File: src/rtl/alarm_pkg.sv
// Shared types and default parameters for the alarm supervision block.
package alarm_pkg;

  // FSM encoding is visible on the debug LEDs, so the values are fixed.
  typedef enum logic [1:0] {
    IDLE    = 2'd0,
    PENDING = 2'd1,
    ALARM   = 2'd2,
    ACKED   = 2'd3
  } state_t;

  localparam int unsigned DEF_DEBOUNCE_CYCLES = 4;
  localparam int unsigned DEF_BLINK_HALF      = 8;

endpackage

File: src/rtl/buzzer_flasor.sv
// Buzzer blink generator: square wave, first half high, half-period BLINK_HALF.
// Ports:
//   clk     - system clock, rising edge
//   rst     - asynchronous active-high reset
//   en      - blink enabled this cycle; low forces out=0 and clears the counter
//   restart - start a fresh period (out=1, counter cleared) on this edge
//   out     - registered buzzer drive
module buzzer_flasor
  import alarm_pkg::*;
#(
  parameter int unsigned BLINK_HALF = DEF_BLINK_HALF
) (
  input  logic clk,
  input  logic rst,
  input  logic en,
  input  logic restart,
  output logic out
);

  localparam int unsigned CW = (BLINK_HALF > 1) ? $clog2(BLINK_HALF) : 1;
  localparam logic [CW-1:0] LAST = CW'(BLINK_HALF - 1);

  logic [CW-1:0] cnt;

  // Half-period counter and output toggle
  always_ff @(posedge clk or posedge rst) begin
    if (rst) begin
      cnt <= '0;
      out <= 1'b0;
    end else if (!en) begin
      cnt <= '0;
      out <= 1'b0;
    end else if (restart) begin
      cnt <= '0;
      out <= 1'b1;
    end else if (cnt == LAST) begin
      cnt <= '0;
      out <= ~out;
    end else begin
      cnt <= cnt + CW'(1);
    end
  end

endmodule

File: src/rtl/alarm_denetim.sv
// Debounced, latched, operator-acknowledged alarm with blinking buzzer and
// saturating alarm-entry counter.
// Ports:
//   clk          - system clock, rising edge
//   rst          - asynchronous active-high reset
//   alarm_in     - comparator alarm level
//   ack          - operator acknowledge level (honoured only in ALARM)
//   alarm_active - registered, high in ALARM and ACKED
//   buzzer       - registered blink drive, active only in ALARM
//   state_o      - current FSM state for debug LEDs
//   event_count  - saturating count of ALARM entries
module alarm_denetim
  import alarm_pkg::*;
#(
  parameter int unsigned DEBOUNCE_CYCLES = DEF_DEBOUNCE_CYCLES,
  parameter int unsigned BLINK_HALF      = DEF_BLINK_HALF,
  parameter int unsigned CNT_W           = 8
) (
  input  logic             clk,
  input  logic             rst,
  input  logic             alarm_in,
  input  logic             ack,
  output logic             alarm_active,
  output logic             buzzer,
  output logic [1:0]       state_o,
  output logic [CNT_W-1:0] event_count
);

  localparam int unsigned RUN_W = $clog2(DEBOUNCE_CYCLES + 1);
  localparam logic [RUN_W-1:0] RUN_LAST = RUN_W'(DEBOUNCE_CYCLES - 1);
  localparam logic [CNT_W-1:0] CNT_MAX  = '1;

  state_t           state, state_nxt;
  logic [RUN_W-1:0] run, run_nxt;
  logic             enter_c;
  logic             in_alarm_c;

  // Next-state and run-counter logic
  always_comb begin
    state_nxt = state;
    run_nxt   = run;
    unique case (state)
      IDLE: begin
        run_nxt = '0;
        if (alarm_in) begin
          if (DEBOUNCE_CYCLES == 1) begin
            state_nxt = ALARM;
          end else begin
            state_nxt = PENDING;
            run_nxt   = RUN_W'(1);
          end
        end
      end
      PENDING: begin
        if (!alarm_in) begin
          state_nxt = IDLE;
          run_nxt   = '0;
        end else if (run == RUN_LAST) begin
          state_nxt = ALARM;
          run_nxt   = '0;
        end else begin
          run_nxt = run + RUN_W'(1);
        end
      end
      ALARM: begin
        run_nxt = '0;
        if (ack) begin
          state_nxt = ACKED;
        end
      end
      ACKED: begin
        // Clears only after DEBOUNCE_CYCLES uninterrupted low samples.
        if (alarm_in) begin
          run_nxt = '0;
        end else if (run == RUN_LAST) begin
          state_nxt = IDLE;
          run_nxt   = '0;
        end else begin
          run_nxt = run + RUN_W'(1);
        end
      end
      default: begin
        state_nxt = IDLE;
        run_nxt   = '0;
      end
    endcase
  end

  // Outputs are computed from the next state so they change on the entry edge.
  assign in_alarm_c = (state_nxt == ALARM);
  assign enter_c    = in_alarm_c && (state != ALARM);

  // State, run counter and registered outputs
  always_ff @(posedge clk or posedge rst) begin
    if (rst) begin
      state        <= IDLE;
      run          <= '0;
      alarm_active <= 1'b0;
      event_count  <= '0;
    end else begin
      state        <= state_nxt;
      run          <= run_nxt;
      alarm_active <= (state_nxt == ALARM) || (state_nxt == ACKED);
      if (enter_c && (event_count != CNT_MAX)) begin
        event_count <= event_count + CNT_W'(1);
      end
    end
  end

  assign state_o = state;

  buzzer_flasor #(
    .BLINK_HALF(BLINK_HALF)
  ) u_buzzer (
    .clk    (clk),
    .rst    (rst),
    .en     (in_alarm_c),
    .restart(enter_c),
    .out    (buzzer)
  );

endmodule
File: config.mk
export PLATFORM = sky130hd
export DESIGN_NAME = alarm_denetim
export DESIGN_NICKNAME = d
export VERILOG_FILES = /design/src/rtl/alarm_pkg.sv /design/src/rtl/buzzer_flasor.sv /design/src/rtl/alarm_denetim.sv
export SDC_FILE = /design/constraint.sdc
export NUM_CORES = 1
export LEC_CHECK = 0
export ABC_AREA = 1
export BUFFER_PORTS_ARGS = -buffer_cell sky130_fd_sc_hd__clkbuf_2
export CORE_UTILIZATION = 45
export CTS_BUF_LIST = sky130_fd_sc_hd__clkbuf_16
export DETAILED_ROUTE_END_ITERATION = 12
export PLACE_DENSITY = 0.65
export SYNTH_ARGS = -nofsm -noshare
export SYNTH_HDL_FRONTEND = slang
export SYNTH_SLANG_ARGS = --single-unit
File: constraint.sdc
create_clock -name clk -period 1.3 [get_ports clk]
set_clock_uncertainty 0.15 [all_clocks]
set_input_delay 0.065 -clock clk [delete_from_list [all_inputs] [get_ports clk]]
set_output_delay 0.065 -clock clk [all_outputs]
set_load 0.01 [all_outputs]
# Yosys cells after proc, flatten, opt, wreduce, memory -nomap -nowiden
# Index checks and enable logic that the tools add are counted.
word_totals:
  inputBits: 4
  rom_bits: 0
  register_bits: 18
  mem_count: 0
  mem_bits_rw: 0
  wordCells: 42
  latch_bits: 0
classes:
  mux: 18
  addsub: 3
  n_mul: 0
  div: 0
  bitwise_logic: 1
  shifts: 0
  reduce_logical: 4
  eq_ne: 10
  magnitude_cmp: 0
ops:
  columns: ["operator", "n"]
  rows:
  - ["3-bit two-way mux", 6]
  - ["2-bit two-way mux", 6]
  - ["3-bit one-hot mux with 4 select lines", 1]
  - ["8-bit by 1-bit adder with 8-bit output (second input constant)", 1]
  - ["2-bit equality test (second input constant)", 4]
  - ["8-bit != test (second input constant)", 1]
  - ["2-bit one-hot mux with 4 select lines", 1]
  - ["3-bit by 1-bit adder with 3-bit output (second input constant)", 2]
  - ["1-bit two-way mux", 4]
  - ["3-bit by 2-bit equality test with 1-bit output (second input constant)", 1]
  - ["3-bit equality test (second input constant)", 1]
  - ["3-bit by 2-bit != test with 1-bit output (second input constant)", 1]
  - ["2-bit by 1-bit equality test with 1-bit output (second input constant)", 1]
  - ["1-bit logical AND", 2]
  - ["2-bit logical NOT", 1]
  - ["2-bit != test (second input constant)", 1]
  - ["1-bit logical OR", 1]
  - ["1-bit inverter", 1]

# Logic depth before layout (Yosys ltp)
# Gate-level depths: netlist of the first run.
logic_depth:
  depth_word: 8
  depth_mapped: 8
  depth_no_buf: 8

# Hierarchy
# From an unflattened synthesis of the first run, not the netlist that was laid out.
unflattened:
  cells_unflattened: 132
  area_unflattened_um2: 1013.5
modules_own_cells:
  columns: ["mod", "seq_area_each_um2", "n_inst", "area_per_inst_um2", "cells_per_inst"]
  rows:
  - ["alarm_denetim", 325.3, 1, 818.3, 111]
  - ["buzzer_flasor", 100.1, 1, 195.2, 21]

# Least setup slack after synthesis of the first run
# No wires, ideal clock.
synth_path:
  path_kind: "reg-to-reg"
  start: "reg event_count[0]"
  end: "reg event_count[3]"
  required_time_ns: 1.032
  stages_incl_launch_ff: 8
  setup_time_ns: 0.118
  t_arrival_ns: 1.227
  slack_ns: -0.195
  cell_sequence: "dfrtp_1 -> ha_1 -> nand3_1 -> nor3_1 -> nor2_2 -> buf_6 -> nand2_1 -> o21ai_2"
synth_via:
  elab_chain_cells: 2
synth_lines:
  columns: ["item", "line_no", "rtl"]
  rows:
  - ["start, declared", "alarm_denetim.sv:26", "output logic [CNT_W-1:0] event_count"]
  - ["start signal, assigned", "alarm_denetim.sv:105", "event_count <= event_count + CNT_W'(1);"]
  - ["parallel branches: the longest is 2 deep, another holds 8-bit by 1-bit adder with 8-bit output", null, null]
# Several ways; the timed one is not identified.
# A chain may end at the register's enable or synchronous reset.

# Worst setup path after layout of the first run
layout_path:
  start: "reg run[0]"
  end: "reg event_count[0]"
layout_via:
  elab_chain_cells: 7
layout_lines:
  columns: ["item", "line_no", "rtl"]
  rows:
  - ["start, declared", "alarm_denetim.sv:34", "logic [RUN_W-1:0] run, run_nxt;"]
  - ["start signal, assigned", "alarm_denetim.sv:102", "run <= run_nxt;"]
  - ["3-bit by 2-bit equality test with 1-bit output *", "alarm_denetim.sv:58, alarm_denetim.sv:75", null]
  - ["2-bit two-way mux, on equally long branches", "alarm_denetim.sv:75, alarm_denetim.sv:58", null]
  - ["2-bit two-way mux, on equally long branches", "alarm_denetim.sv:73, alarm_denetim.sv:55", null]
  - ["2-bit one-hot mux with 4 select lines *", "alarm_denetim.sv:42", "unique case (state)"]
  - ["2-bit equality test *", "alarm_denetim.sv:90", "assign in_alarm_c = (state_nxt == ALARM);"]
  - ["1-bit logical AND *", "alarm_denetim.sv:91", "assign enter_c = in_alarm_c && (state != ALARM);"]
  - ["1-bit logical AND *", "alarm_denetim.sv:104", "if (enter_c && (event_count != CNT_MAX)) begin"]
# Every way passes the cells marked *; elsewhere a longest branch is shown, timed or not.

==> metrics, run 1 <==
result of the run finished, violations left; violations in the final reports setup timing; number of diodes 0; Starting Density 0.479; Max stage delay on crit path 0.38 ns; post-detailed-route via-to-cell ratio 4.70; Synth Register Bits 18; Boundary Pins 16; floorplan die width 47.5 um; Worst Setup Start Kind flip-flop; synth unique cells 21; RSZ-0062 raised after global routing yes; data arrival time at the worst-slack endpoint 1.49 ns; count of TritonRoute iterations in the first routing pass 4; required time reported for the critical path endpoint 1.33 ns; Tightest Pin Transition 0.243 ns; number of antenna violations at the first check in global routing 0; number of max-cap violations 0; max-slew violation total from the final report 0; floorplan die area 2250 um2; Int Power 0.00141 W; cell family contributing the most delay on the critical path simple AND/OR/NAND/NOR gates; proportion of power drawn by the clock network 0.289; net total in the final layout 155; core footprint 1940 um2; Setup Viol. Count Final 13; iteration-0 DRC count of the detailed router 9; Avg Cell Area, Syn 8.38 um2; length of routed met3 wiring 48 um; upper clock frequency limit 0.688 GHz; Power Density 1600 nW/um2; post-route ant nets 0; portion of total power attributed to sequential cells 0.376; cell area after synthesis 930 um2; maximum ir drop on the vdd rail 1080 uV; share of the clock period used by the worst path after layout 1.12; Area growth syn-to-layout 41.6%; final worst path period need 1.45 ns; part of the Yosys area used for sequential elements 0.485; Met2 Wirelength 987 um; CTS tree yes; yosys warns 0; worst setup slack after layout -0.154 ns; type of element capturing the critical path flip-flop; fin util 0.678; category of the most critical setup path flip-flop to flip-flop; vias after detailed routing 813; critical path peak fanout 7; Final Routed Wirelength 1930 um; # rows 16; leakage power summed over all cells 0.732 nW; final hold violations 0; CTS Root Cell sky130_fd_sc_hd__clkbuf_16; nets in the synthesized netlist 119; tightest slew margin relative to the limit 0.838; Placed Instances 167; CTS Buf Count 3; Worst-path clk slew 0.05 ns; total power consumption of the routed design 0.00211 W; largest net degree at the start of global routing 19; Critical Path Slowest Stage Cell sky130_fd_sc_hd__dfrtp_1; top layer reached by signal wires met4; post-detailed-placement half-perimeter wirelength 1450 um; Mapped Cells 111; Port Buf Inserts 15; worst-case clock buffer depth 2; clock network latency to the later pin of the worst-skew pair 0.25 ns; overall fraction of global-route tracks in use 0.200; filler-free cell count of the finished design 173; vias in the first global route 747; Post-Route Setup TNS -1.46 ns; final routed DRC violation total 0; worst hold path type primary input to flip-flop; global-route wire length before repair 3030 um; sw power 0.000698 W; worst-case hold slack 0.0383 ns; wl on met1 879 um; share of final-layout standard cells stronger than drive strength 1 0.390; CP Buf/Inv Count 2; Switching Share 0.331; wire length per cell after detailed routing 11.2 um; Die Span Y 47.5 um; global-route congestion overflow total 0; Routability Congestion 0.802; series of cell instances along the critical path ha_4, inv_4, nor2_4, nand4_4, nor2_4, buf_6, nand2_1, nand2_1; TritonCTS sink count 18; combinational group share of total power 0.335; CTS H-tree lvls 1
area by class of cell:
class	instances	area, um2
inverters	14	55.1
flip-flops and latches	18	452
repair buffers	32	209
well taps	27	33.8
clock inverters	1	3.75
multi-input cells	78	488
fillers	169	626
clock buffers	3	75.1
path summary, 6_finish.rpt:
path	from	end	slack, ns	cells past startpoint
max	run[0]$_DFF_PP0_	event_count[0]$_DFFE_PP0P_	-0.15	8
min	alarm_in	state_o[0]$_DFF_PP0_	0.04	3
max reg2reg	run[0]$_DFF_PP0_	event_count[0]$_DFFE_PP0P_	-0.15	8
min in group asynchronous	rst	run[1]$_DFF_PP0_	0.21	4
min reg2reg	u_buzzer.cnt[0]$_DFF_PP0_	u_buzzer.cnt[0]$_DFF_PP0_	0.38	3
max in group asynchronous	rst	state_o[0]$_DFF_PP0_	0.57	4
Yosys cell counts:
| cell | instances | area, um2 |
|---|---|---|
| sky130_fd_sc_hd__nand2_1 | 35 | 131 |
| sky130_fd_sc_hd__dfrtp_1 | 18 | 450 |
| sky130_fd_sc_hd__inv_1 | 13 | 48.8 |
| sky130_fd_sc_hd__nor2_1 | 11 | 41.3 |
| sky130_fd_sc_hd__nand3_1 | 7 | 35.0 |
| sky130_fd_sc_hd__xor2_1 | 5 | 43.8 |
| sky130_fd_sc_hd__ha_1 | 4 | 50.1 |
| sky130_fd_sc_hd__nand4_1 | 2 | 12.5 |
| sky130_fd_sc_hd__nor3_1 | 2 | 10.0 |
| sky130_fd_sc_hd__o21ai_0 | 2 | 10.0 |
| sky130_fd_sc_hd__o21ai_2 | 2 | 17.5 |
| sky130_fd_sc_hd__a21oi_1 | 1 | 5.00 |
| sky130_fd_sc_hd__buf_6 | 1 | 11.3 |
| sky130_fd_sc_hd__inv_2 | 1 | 3.75 |
| sky130_fd_sc_hd__nand3b_1 | 1 | 7.51 |
| sky130_fd_sc_hd__nand4_2 | 1 | 12.5 |
| sky130_fd_sc_hd__nor2_2 | 1 | 6.26 |
| sky130_fd_sc_hd__nor2_4 | 1 | 11.3 |
| sky130_fd_sc_hd__o21a_1 | 1 | 7.51 |
| sky130_fd_sc_hd__o21bai_1 | 1 | 7.51 |
| sky130_fd_sc_hd__or2_2 | 1 | 6.26 |
flip-flops by register name, indices dropped and copies added, names as in the netlist:
name and flops:
alarm_active 1, event_count 8, u_buzzer.out 1, u_buzzer.cnt 3, run 3, state_o 2
cell usage in the layout, fill, tap and decap left out, types with 2 or more instances in the layout:
| cell type | Yosys | routed |
|---|---|---|
| sky130_fd_sc_hd__ha_1 | 4 | 2 |
| sky130_fd_sc_hd__nand2_1 | 35 | 32 |
| sky130_fd_sc_hd__buf_4 | 0 | 15 |
| sky130_fd_sc_hd__inv_2 | 1 | 2 |
| sky130_fd_sc_hd__nand3_1 | 7 | 5 |
| sky130_fd_sc_hd__nor2_2 | 1 | 3 |
| sky130_fd_sc_hd__nor2_4 | 1 | 2 |
| sky130_fd_sc_hd__nor2_1 | 11 | 8 |
| sky130_fd_sc_hd__nand2_2 | 0 | 3 |
| sky130_fd_sc_hd__clkbuf_2 | 0 | 15 |
| sky130_fd_sc_hd__clkbuf_16 | 0 | 3 |
| sky130_fd_sc_hd__dfrtp_1 | 18 | 17 |
| sky130_fd_sc_hd__xor2_1 | 5 | 5 |
| sky130_fd_sc_hd__nand4_1 | 2 | 2 |
| sky130_fd_sc_hd__nand3_2 | 0 | 2 |
| sky130_fd_sc_hd__inv_1 | 13 | 11 |
| sky130_fd_sc_hd__o21ai_2 | 2 | 3 |
power by group through the flow:
stage / logic [W] / clock network, W / registers (W)
floorplan: 0.000339 / 0 / 0.000817
global placement: 0.000597 / 0 / 0.000776
CTS: 0.000668 / 0.000618 / 0.000792
finish: 0.000706 / 0.000610 / 0.000793
global route: 0.000805 / 0.000642 / 0.000810
detailed placement: 0.000620 / 0 / 0.000784
metal layers:
layer / vias to the layer above / global-route usage
li1: 418 / -
met1: 382 / 0.230
met2: 11 / 0.356
met3: 2 / 0.0453
met4: 0 / 0.0857
met5: - / 0
what timing repair did:
| action | in CTS | in global routing |
|---|---|---|
| setup buffers | 1 | 0 |
| hold endpoints to repair | 18 | 0 |
| gates cloned | 0 | 0 |
| hold buffers | 1 | 0 |
| pin swaps | 8 | 5 |
| gates resized for setup | 11 | 8 |
| setup endpoints to repair | 14 | 14 |
cell families after synthesis:
logic type                 Yosys count  share of synthesized area
AOI/OAI and AO/OA                    7                     0.0511
and+or+nand+nor                     62                      0.295
DFF                                 18                      0.485
adders and majority gates            4                     0.0538
buffers and inverters               15                     0.0686
xor gates and xnor gates             5                     0.0471
worst register-to-register path, cell delays in order, from the launching register on:
cell and delay, ns:
sky130_fd_sc_hd__dfrtp_1 0.38, sky130_fd_sc_hd__ha_4 0.18, sky130_fd_sc_hd__inv_4 0.04, sky130_fd_sc_hd__nor2_4 0.13, sky130_fd_sc_hd__nand4_4 0.11, sky130_fd_sc_hd__nor2_4 0.13, sky130_fd_sc_hd__buf_6 0.15, sky130_fd_sc_hd__nand2_1 0.06
sky130_fd_sc_hd__nand2_1 0.06
per-stage QoR:
step	setup WS (ns)	cell area, um2
2_1_floorplan	-0.132	945
3_3_place_gp	-0.142	1150
3_5_place_dp	-0.226	1150
4_1_cts	-0.174	1290
5_1_grt	-0.229	1320
6_report	-0.154	1320
No activity file was read; power rests on OpenSTA's default activity.
==> run 2: changes to the inputs <==
- CTS_BUF_LIST: sky130_fd_sc_hd__clkbuf_16 -> unset
==> run 2 against run 1 <==
  * The flow still finishes with violations (setup timing)
  * Highest routed layer unchanged
  * Design area decreased by 3.1%
  * Global-route usage about the same
  * Via count increased by 0.62%
  * Sequential share of layout area increased by 1.1 points
  * Worst setup slack got worse by 0.0092 ns
  * Non-clock buffer count unchanged
  * Total power decreased by 13%
  * Critical endpoint is now event_count[4]$_DFFE_PP0P_
  * Maximum frequency decreased by 0.63%
  * Register-to-register slack about the same
  * Worst hold slack got worse by 0.023 ns
  * Largest cell class unchanged
==> metrics, run 2 (synthesis results as in run 1) <==
Placed Instances 167 (unchanged); number of antenna violations at the first check in global routing 0 (unchanged); register containing the most flip-flops in the final layout event_count (unchanged); Final Routed Wirelength 1940 um (was 1930 um); required time reported for the critical path endpoint 1.38 ns (was 1.33 ns); Setup Viol. Count Final 14 (was 13); Register-to-Register Setup Slack -0.16 ns (was -0.15 ns); Tightest Pin Transition 0.241 ns (was 0.243 ns); result of the run finished, violations left (unchanged); post-detailed-route via-to-cell ratio 4.73 (was 4.70); CTS tree yes (unchanged); worst setup slack after layout -0.163 ns (was -0.154 ns); Area growth syn-to-layout 37.1% (was 41.6%); number of max-cap violations 0 (unchanged); final worst path period need 1.46 ns (was 1.45 ns); global-route congestion overflow total 0 (unchanged); data arrival time at the worst-slack endpoint 1.54 ns (was 1.49 ns); Port Buf Inserts 15 (unchanged); RSZ-0062 raised after global routing yes (unchanged); final hold violations 0 (unchanged); Worst Setup Start Kind flip-flop (unchanged); leakage power summed over all cells 0.711 nW (was 0.732 nW); vias after detailed routing 818 (was 813); worst setup path startpoint run[1]$_DFF_PP0_ (was run[0]$_DFF_PP0_); number of diodes 0 (unchanged); worst-case clock buffer depth 2 (unchanged); CTS H-tree lvls 1 (unchanged); post-detailed-placement half-perimeter wirelength 1450 um (unchanged); CTS Root Cell sky130_fd_sc_hd__clkbuf_4 (was sky130_fd_sc_hd__clkbuf_16); global-route wire length before repair 3080 um (was 3030 um); number of flip-flops under the largest register name 8 (unchanged); worst reg2reg path depth 8 (unchanged); type of element capturing the critical path flip-flop (unchanged); final design instance area without fill 1270 um2 (was 1320 um2); Power Density 1440 nW/um2 (was 1600 nW/um2); clock network latency to the later pin of the worst-skew pair 0.29 ns (was 0.25 ns); category of the most critical setup path flip-flop to flip-flop (unchanged); upper clock frequency limit 0.684 GHz (was 0.688 GHz); largest net degree at the start of global routing 19 (unchanged); filler-free cell count of the finished design 173 (unchanged); TritonCTS sink count 18 (unchanged); net total in the final layout 155 (unchanged); tightest slew margin relative to the limit 0.839 (was 0.838); final routed DRC violation total 0 (unchanged); Boundary Pins 16 (unchanged); worst hold path type primary input to flip-flop (unchanged); share of final-layout standard cells stronger than drive strength 1 0.404 (was 0.390); vias in the first global route 756 (was 747); Worst-path clk slew 0.10 ns (was 0.05 ns); overall fraction of global-route tracks in use 0.201 (was 0.200); core footprint 1940 um2 (unchanged); # rows 16 (unchanged); hold depth 3 (unchanged); Reg-to-Reg End event_count[4]$_DFFE_PP0P_ (was event_count[0]$_DFFE_PP0P_); maximum ir drop on the vdd rail 973 uV (was 1080 uV); highest-count cells in the layout ignoring fill and taps sky130_fd_sc_hd__nand2_1 (30), sky130_fd_sc_hd__dfrtp_1 (17), sky130_fd_sc_hd__clkbuf_2 (15), sky130_fd_sc_hd__buf_4 (15), sky130_fd_sc_hd__inv_1 (11) (was sky130_fd_sc_hd__nand2_1 (32), sky130_fd_sc_hd__dfrtp_1 (17), sky130_fd_sc_hd__clkbuf_2 (15), sky130_fd_sc_hd__buf_4 (15), sky130_fd_sc_hd__inv_1 (11)); count of TritonRoute iterations in the first routing pass 4 (unchanged); floorplan die width 47.5 um (unchanged); most common library cell in the layout ignoring fill and taps sky130_fd_sc_hd__nand2_1 (unchanged); Die Span Y 47.5 um (unchanged); instance area after placement 1150 um2 (unchanged); wire length per cell after detailed routing 11.2 um (about the same); iteration-0 DRC count of the detailed router 6 (was 9); post-route ant nets 0 (unchanged); CTS Buf Count 3 (unchanged); critical path endpoint event_count[4]$_DFFE_PP0P_ (was event_count[0]$_DFFE_PP0P_); share of the clock period used by the worst path after layout 1.13 (was 1.12); Starting Density 0.479 (unchanged); critical path peak fanout 7 (unchanged); violations in the final reports setup timing (unchanged); worst reg2reg startpoint run[1]$_DFF_PP0_ (was run[0]$_DFF_PP0_); floorplan die area 2250 um2 (unchanged); Routability Congestion 0.802 (unchanged); fin util 0.657 (was 0.678); largest registers in the final layout event_count (8), run (3), u_buzzer.cnt (3) (unchanged); max-slew violation total from the final report 0 (unchanged)
==> run 2: cell count changes in the layout (fill, tap and decap cells not counted) <==
| cell | delta |
|---|---|
| sky130_fd_sc_hd__clkbuf_16 | -3 |
| sky130_fd_sc_hd__clkbuf_4 | +3 |
| sky130_fd_sc_hd__clkbuf_8 | +1 |
| sky130_fd_sc_hd__clkinv_1 | -1 |
| sky130_fd_sc_hd__nand2_1 | -2 |
| sky130_fd_sc_hd__nand2_2 | +2 |
| sky130_fd_sc_hd__o21bai_1 | +1 |
| sky130_fd_sc_hd__o21bai_2 | -1 |
==> run 2: critical path, stage by stage, from the launching register on <==
cell                      delay, ns
sky130_fd_sc_hd__dfrtp_1       0.39
sky130_fd_sc_hd__ha_4          0.18
sky130_fd_sc_hd__inv_4         0.04
sky130_fd_sc_hd__nor2_4        0.12
sky130_fd_sc_hd__nand4_4       0.11
sky130_fd_sc_hd__nor2_4        0.13
sky130_fd_sc_hd__buf_6         0.15
sky130_fd_sc_hd__nand2_2       0.05
sky130_fd_sc_hd__o21ai_2       0.05
==> run 2: worst min-delay path by stage <==
stage	slack, ns	startpoint	end
3_3_place_gp	-0.08	rst	run[2]$_DFF_PP0_
4_1_cts	0.01	alarm_in	run[0]$_DFF_PP0_
3_5_place_dp	-0.08	rst	run[1]$_DFF_PP0_
2_1_floorplan	-0.15	rst	alarm_active$_DFF_PP0_
6_report	0.02	alarm_in	state_o[0]$_DFF_PP0_
5_1_grt	0.05	alarm_in	state_o[0]$_DFF_PP0_
==> run 2: layer usage <==
layer	GRT usage	wire length, um
met5	0	0
met4	0.0857	28
met3	0.0226	64
met2	0.373	963
met1	0.231	879
==> run 2: timing repair <==
item | 4_1_cts | 5_1_grt
setup endpoints to repair | 14 | 15
pin swaps | 10 | 3
endpoints found under the hold margin | 18 | 0
hold buffers | 1 | 0
resized for setup | 12 | 8
buffers inserted | 1 | 0
==> run 2: through the flow <==
| step | hold slack, ns | worst slack [ns] | setup TNS, ns | power, W |
|---|---|---|---|---|
| after floorplan | -0.146 | -0.132 | -0.955 | 0.00116 |
| after global placement | -0.0784 | -0.142 | -1.41 | 0.00137 |
| after detailed placement | -0.0760 | -0.226 | -2.38 | 0.00140 |
| after CTS | 0.0129 | -0.190 | -2.01 | 0.00181 |
| after global routing | 0.0547 | -0.257 | -3.00 | 0.00198 |
| final | 0.0155 | -0.163 | -1.66 | 0.00184 |
==> run 2: cell type report <==
cell class	instances	area, um2
Multi-Input combinational cell	78	489
Tap cell	27	33.8
Fill cell	175	667
Clock buffer	4	36.3
Sequential cell	18	452
Inverter	14	55.1
Timing Repair Buffer	32	209
==> run 2: power breakdown <==
part           switching [W]  leakage [nW]  internal (W)  total (W)
clock               0.000175        0.0210      0.000171   0.000346
sequential          0.000109         0.228      0.000683   0.000792
combinational       0.000392         0.462      0.000310   0.000702
